==> config.mk <==
export PLATFORM = sky130hd
export DESIGN_NAME = uart_rx_fsm
export DESIGN_NICKNAME = d
export VERILOG_FILES = /design/src/rtl/uart_rx_fsm.sv
export SDC_FILE = /design/constraint.sdc
export NUM_CORES = 1
export LEC_CHECK = 0
export CAP_MARGIN = 20
export CORE_ASPECT_RATIO = 0.5
export CORE_MARGIN = 1.5
export CORE_UTILIZATION = 32
export DETAILED_ROUTE_END_ITERATION = 12
export PLACE_DENSITY_LB_ADDON = 0.08
export SLEW_MARGIN = 25
export SYNTH_ARGS = -nofsm -noshare
export SYNTH_HDL_FRONTEND = slang
export SYNTH_SLANG_ARGS = --single-unit
==> constraint.sdc <==
create_clock -name div_clk -period 3.9 [get_ports div_clk]
set_input_delay 1.17 -clock div_clk [delete_from_list [all_inputs] [get_ports div_clk]]
set_output_delay 1.17 -clock div_clk [all_outputs]
set_load 0.02 [all_outputs]
==> src/rtl/uart_rx_fsm.sv <==
// UART receiver: 2-flop synchroniser, mid-bit sampling FSM, optional parity, one-entry valid/ready holding register.
// Word is presented 2+OVERSAMPLE/2+OVERSAMPLE*(DATA_BITS+1+PARITY_EN) edges after rx falls; a full register drops new words (overrun).
module uart_rx_fsm #(
    parameter int DATA_BITS  = 8,
    parameter int OVERSAMPLE = 16,
    parameter int PARITY_EN  = 0,
    parameter int PARITY_ODD = 0
) (
    input  logic                 div_clk,
    input  logic                 rst_n,
    input  logic                 rx,
    input  logic                 rx_ready,
    output logic [DATA_BITS-1:0] rx_data,
    output logic                 rx_valid,
    output logic                 rx_busy,
    output logic                 frame_err,
    output logic                 parity_err,
    output logic                 overrun
);

    localparam int TW = $clog2(OVERSAMPLE);
    localparam int BW = $clog2(DATA_BITS + 1);

    localparam logic [TW-1:0] TICK_MID = TW'(OVERSAMPLE / 2 - 1);
    localparam logic [TW-1:0] TICK_END = TW'(OVERSAMPLE - 1);
    localparam logic [BW-1:0] LAST_BIT = BW'(DATA_BITS - 1);
    localparam logic          PAR_ODD  = (PARITY_ODD != 0);
    localparam logic          HAS_PAR  = (PARITY_EN != 0);

    typedef enum logic [2:0] {
        IDLE    = 3'd0,
        START   = 3'd1,
        DATA    = 3'd2,
        PARITY  = 3'd3,
        STOP    = 3'd4,
        RECOVER = 3'd5
    } state_e;

    state_e               state_q,      state_d;
    logic                 rx_meta_q,    rx_meta_d;
    logic                 rx_s_q,       rx_s_d;
    logic [TW-1:0]        tick_cnt_q,   tick_cnt_d;
    logic [BW-1:0]        bit_cnt_q,    bit_cnt_d;
    logic [DATA_BITS-1:0] shreg_q,      shreg_d;
    logic                 par_bad_q,    par_bad_d;
    logic [DATA_BITS-1:0] rx_data_q,    rx_data_d;
    logic                 rx_valid_q,   rx_valid_d;
    logic                 rx_busy_q,    rx_busy_d;
    logic                 frame_err_q,  frame_err_d;
    logic                 parity_err_q, parity_err_d;
    logic                 overrun_q,    overrun_d;

    logic tick_end;
    logic stop_smp;
    logic deliver;
    logic load;

    assign tick_end = (tick_cnt_q == TICK_END);

    // State register: every flop of the block, synchronous active-low reset.
    always_ff @(posedge div_clk) begin
        if (!rst_n) begin
            state_q      <= IDLE;
            rx_meta_q    <= 1'b1;
            rx_s_q       <= 1'b1;
            tick_cnt_q   <= '0;
            bit_cnt_q    <= '0;
            shreg_q      <= '0;
            par_bad_q    <= 1'b0;
            rx_data_q    <= '0;
            rx_valid_q   <= 1'b0;
            rx_busy_q    <= 1'b0;
            frame_err_q  <= 1'b0;
            parity_err_q <= 1'b0;
            overrun_q    <= 1'b0;
        end else begin
            state_q      <= state_d;
            rx_meta_q    <= rx_meta_d;
            rx_s_q       <= rx_s_d;
            tick_cnt_q   <= tick_cnt_d;
            bit_cnt_q    <= bit_cnt_d;
            shreg_q      <= shreg_d;
            par_bad_q    <= par_bad_d;
            rx_data_q    <= rx_data_d;
            rx_valid_q   <= rx_valid_d;
            rx_busy_q    <= rx_busy_d;
            frame_err_q  <= frame_err_d;
            parity_err_q <= parity_err_d;
            overrun_q    <= overrun_d;
        end
    end

    // Next-state logic.
    always_comb begin
        state_d = state_q;
        unique case (state_q)
            IDLE: begin
                if (!rx_s_q) state_d = START;
            end
            START: begin
                if (tick_cnt_q == TICK_MID) state_d = rx_s_q ? IDLE : DATA;
            end
            DATA: begin
                if (tick_end && (bit_cnt_q == LAST_BIT)) state_d = HAS_PAR ? PARITY : STOP;
            end
            PARITY: begin
                if (tick_end) state_d = STOP;
            end
            STOP: begin
                if (tick_end) state_d = rx_s_q ? IDLE : RECOVER;
            end
            RECOVER: begin
                // Hold off until the line returns high so a break cannot restart a frame.
                if (rx_s_q) state_d = IDLE;
            end
            default: state_d = IDLE;
        endcase
    end

    // Datapath and registered outputs.
    always_comb begin
        rx_meta_d  = rx;
        rx_s_d     = rx_meta_q;
        tick_cnt_d = (state_d != state_q) ? '0 : tick_cnt_q + 1'b1;
        bit_cnt_d  = bit_cnt_q;
        shreg_d    = shreg_q;
        par_bad_d  = par_bad_q;

        if ((state_q == IDLE) && (state_d == START)) par_bad_d = 1'b0;
        if ((state_q == START) && (state_d == DATA)) bit_cnt_d = '0;
        if ((state_q == DATA) && tick_end) begin
            shreg_d   = {rx_s_q, shreg_q[DATA_BITS-1:1]};
            bit_cnt_d = bit_cnt_q + 1'b1;
        end
        if ((state_q == PARITY) && tick_end) par_bad_d = (^{shreg_q, rx_s_q}) ^ PAR_ODD;

        stop_smp = (state_q == STOP) && tick_end;
        deliver  = stop_smp && rx_s_q && !par_bad_q;
        // A consumer draining the register on the same edge frees it for the new word.
        load     = deliver && (!rx_valid_q || rx_ready);

        frame_err_d  = stop_smp && !rx_s_q;
        parity_err_d = stop_smp && rx_s_q && par_bad_q;
        overrun_d    = deliver && !load;
        rx_valid_d   = load || (rx_valid_q && !rx_ready);
        rx_data_d    = load ? shreg_q : rx_data_q;
        rx_busy_d    = (state_d != IDLE);
    end

    assign rx_data    = rx_data_q;
    assign rx_valid   = rx_valid_q;
    assign rx_busy    = rx_busy_q;
    assign frame_err  = frame_err_q;
    assign parity_err = parity_err_q;
    assign overrun    = overrun_q;

endmodule

# Yosys cells after proc, flatten, opt, wreduce, memory -nomap -nowiden

Cells that the tools add are included.
Widths: inputs -> output; s select.

Input bits: 4
Word-level logic and storage cells: 66
Bits in registers: 35
Output and inout bits: 13

Bitwise operators: 1
Eq/ne operators: 11
Muxes and demuxes: 13
Add/sub/neg operators: 2
Reduce and logical (&&, ||, !) cells: 26

Operators with widths:

| operator            | count |
|---|---|
| $mux 3              | 7 |
| $pmux 3 s6          | 1 |
| $logic_and 1x1->1   | 13 |
| $eq 3x2->1 const B  | 3 |
| $reduce_xor 9->1    | 1 |
| $add 4x1->4 const B | 2 |
| $eq 4x3->1 const B  | 2 |
| $mux 4              | 2 |
| $eq 3x1->1 const B  | 2 |
| $eq 3x3->1 const B  | 2 |
| $logic_not 1->1     | 5 |
| $eq 4x4->1 const B  | 1 |
| $reduce_bool 2->1   | 2 |
| $logic_not 3->1     | 1 |
| $ne 3x3->1          | 1 |
| $reduce_bool 3->1   | 1 |
| $logic_or 1x1->1    | 2 |
| $mux 1              | 2 |
| $mux 2              | 1 |
| $reduce_or 2->1     | 1 |
| $not 1->1           | 1 |

# Longest topological paths before layout

Word-level depth: 8
Mapped depth: 7
Depth with buffers taken out: 5

# Least setup slack after synthesis

No wires, ideal clock.

Path kind: input to register
Start point: input port rx_ready
End point: register rx_data_q[7], in the netlist rx_data[7]
Stages: 5
Data arrival time: 1.930 ns
Required time: 3.826 ns
Buffers on the path: 1
Setup slack: 1.895 ns
Setup time: 0.074 ns
Path through: nor2b_1 -> nor4_4 -> buf_6 -> nand3_1 -> o21ai_0

Word-level cells in the longest chain between the ends: 2

Ends and longest elaborated chain:

| item                 | line | RTL |
|---|---|---|
| start, declared      | 12   | `input logic rx_ready,` |
| $logic_or 1x1->1     | 140  | `load = deliver && (!rx_valid_q \|\| rx_ready);` |
| $logic_and 1x1->1    | 140  |  |
| end signal, assigned | 84   | `rx_data_q <= rx_data_d;` |
| end, declared        | 46   | `logic [DATA_BITS-1:0] rx_data_q, rx_data_d;` |

Every way passes these cells.
A chain may end at the register's enable or synchronous reset.

# Worst setup path after layout

Start point: register rx_data_q[4], in the netlist rx_data[4]
End point: output port rx_data[4]

RTL lines:

| item          | line | RTL |
|---|---|---|
| end, declared | 13   | `output logic [DATA_BITS-1:0] rx_data,` |

No word-level cell between the ends.

==> impl_results.md <==
- Layout cells sized above 1: 7.22%
- CTS tree: done
- Worst Clk Skew: 0.00605 ns
- Ys Warns: 0
- Worst path cell trace: clkdlybuf4s50_1
- Top cells by area, synth: dfxtp_1 44%, nand2_1 7.0%, a21boi_0 4.7%
- Reg-to-Reg Start: tick_cnt_q[0]
- Area share of the largest cell type after synthesis: 43.8%
- Crit Path Category: reg -> out
- Vias in the first global route: 1,058
- Post-detail-place hpwl: 2.17 mm
- Largest net degree at the start of global routing: 34
- R2r endpoint: rx_data[1]
- Number of clock sinks: 35
- Post-synth cell types: 37
- Max Cap Violations: 0
- Post-synth top cells: 35 x dfxtp_1, 30 x nand2_1, 15 x nand3_1
- DRT Pass-1 Iters: 4
- Cell family with most CP delay: buffers and inverters
- Critical Path Source Type: flip-flop
- IO Pins: 17
- DRT iter0 DRCs: 29
- Slew Viols, Final: 0
- WL/cell: 12.5 um
- GRT Resource Usage Total: 13.4%
- Final setup violating endpoints: 0
- Worst slew pin tran: 0.683 ns
- Layout net count: 199
- Initial Util: 34.8%
- Synth Net Count: 187
- VDD IR max: 0.207 mV
- CP max stage cell: clkdlybuf4s50_1
- WP buf/inv: 1
- GPL Wtd Cong: 0.758
- Die area: 0.00546 sq mm
- Crit path setup slack, layout: 1.49 ns
- Clk_lat worst skew: 0.29 ns
- Worst hold path depth: 1
- Reg clk slew, reported paths: 0.07 ns
- Vias: 1,239
- DRT antenna net count: 0
- Cell taking the most area after synthesis: dfxtp_1
- CTS Hold Buffers Added: 0
- Post-CTS Resized: 0
- R2R Setup Slk: 1.96 ns
- Initial antenna violation count: 0
- Area grow syn2layout: 19.3%
- Worst Min Path Start: rx_meta_q
- Synth Instances: 181
- Critical Path Fanout Max: 2
- Routed Wire Length: 3.24 mm
- Crit end category: primary output
- Ys flop type: dfxtp_1
- CP peak stage delay: 0.61 ns
- Post-synthesis cell area: 0.00160 sq mm
- Global route total overflow: 0
- Peak Freq: 0.415 GHz
- Fin. Hold Viols: 0
- Filler instances: 484
- Sequential-to-total area share from yosys stat: 43.8%
- DRC violations left: 0
- Fin crit share: 61.8%
- Final Core Density: 41.6%
- Fin Setup TNS: 0 ns
- Unrepaired setup endpoints after global routing: false
- Worst rel slew slack: 54.1%
- Antenna Cells: 0
- Period minus WS final: 2.41 ns
- Die Width: 103 um
- Worst reg-to-reg path cell count: 4
- Average instance area after synthesis: 8.84 sq um
- DP Worst Slack: 1.15 ns
- Post-synth EDFFs: 0
- Core box area: 0.00459 sq mm
- CTS Buffer Depth: 2
- Vias per inst: 4.77
- Chip Height: 53.0 um
- CP required: 2.73 ns
- Async set or reset register ratio after synthesis: 0%
- H-Tree Depth: 2
- Cts bufs inserted: 5
- IO Port Bufs: 16
- Cell at the root of the clock tree: clkbuf_8
- Status: finished, final reports clean
- Critical path data arrival time: 1.24 ns
- First-pass GRT wire length: 5.35 mm
- PD cells: 410 mW/mm^2
- Yosys reg bits: 35
- Most numerous cell in the Yosys netlist: dfxtp_1
- LEAKAGE: 0.683 nW
- FP Rows: 17
- Setup Buffers After CTS: 0
- Hold endpoint: rx_s_q
- Min-delay worst type: reg -> reg
worst max path at each step:
stage | depth (start not counted) | to | start
6_report | 1 | rx_data[4] | rx_data[4]
5_1_grt | 4 | rx_data[0] | rx_ready
4_1_cts | 4 | rx_data[1] | rx_ready
3_5_place_dp | 4 | rx_data[1] | rx_ready
3_3_place_gp | 4 | rx_data[0] | rx_ready
2_1_floorplan | 5 | rx_data[7] | rx_ready
area by class of cell:
| class | count | area (sq um) | share of cell area [%] |
|---|---|---|---|
| Clock buffer | 6 | 72.6 | 3.80 |
| Inverter | 2 | 7.51 | 0.393 |
| Timing Repair Buffer | 17 | 168 | 8.78 |
| Sequential cell | 35 | 701 | 36.7 |
| Multi-Input combinational cell | 132 | 818 | 42.9 |
| Tap cell | 66 | 82.6 | 4.33 |
| Clock inverter | 2 | 60.1 | 3.15 |
metrics by stage:
step | cell area, sq um | instances | hold slack, ns | power (mW)
2_1_floorplan | 1600 | 181 | 0.386 | 0.397
3_3_place_gp | 1780 | 252 | 0.395 | 0.404
3_5_place_dp | 1780 | 252 | 0.393 | 0.404
4_1_cts | 1910 | 260 | 0.410 | 0.791
5_1_grt | 1910 | 260 | 0.438 | 0.814
6_report | 1910 | 260 | 0.408 | 0.783
routing by layer:
metal  vias to the layer above  track usage, %  wire length (um)
li1                        642               -                 -
met1                       573            19.4              1780
met2                        17            17.1              1290
met3                         7            4.36               117
met4                         0            6.76                48
met5                         -               0                 0
where the power goes:
| group | internal (mW) | total, mW | switching [mW] |
|---|---|---|---|
| registers | 0.362 | 0.368 | 0.00574 |
| clock network | 0.256 | 0.387 | 0.132 |
| logic | 0.0141 | 0.0284 | 0.0143 |
flip-flops by register name, summed over array words and instances, names as in the netlist:
signal and cells:
rx_meta_q 1, overrun 1, rx_s_q 1, shreg_q 8, state_q 3, rx_data 8
rx_valid 1, frame_err 1, bit_cnt_q 4, par_bad_q 1, tick_cnt_q 4, rx_busy 1
parity_err 1
logic make-up (layout without fill, tap and decap cells):
family | count (synthesis) | count (layout) | synth area share (%)
XOR/XNOR | 10 | 10 | 6.33
adder cells (fa/ha/maj) | 2 | 2 | 1.56
flip-flops | 35 | 35 | 43.8
AO/OA/AOI/OAI | 38 | 38 | 15.6
AND/OR/NAND/NOR | 82 | 82 | 27.7
buffers and inverters | 14 | 27 | 5.08
cells in the final DEF, fill, tap and decap left out:
master and instances:
dfxtp_1 35, nand2_1 30, clkdlybuf4s50_1 16, nand3_1 15
o21ai_0 11, a21boi_0 10, nand2b_1 9, a21oi_1 6
nor3_1 5, xnor2_1 5, clkbuf_8 5, nor2b_1 4
xor2_1 4, nor2_1 4, o21a_1 3, inv_1 2
nand3b_1 2, o221ai_1 2, or2_2 2, and3_1 2
nor3b_1 2, and2_1 2, ha_1 2, bufinv_16 2
nand4b_4 1, nor4_4 1, a31o_2 1, or3_1 1
nand4b_1 1, a211o_1 1, nor2_2 1, xnor3_1 1
o32ai_1 1, o2111ai_1 1, a211oi_1 1, a31oi_1 1
clkbuf_1 1, buf_4 1
Note: power is estimated with default switching activity, not from simulation.
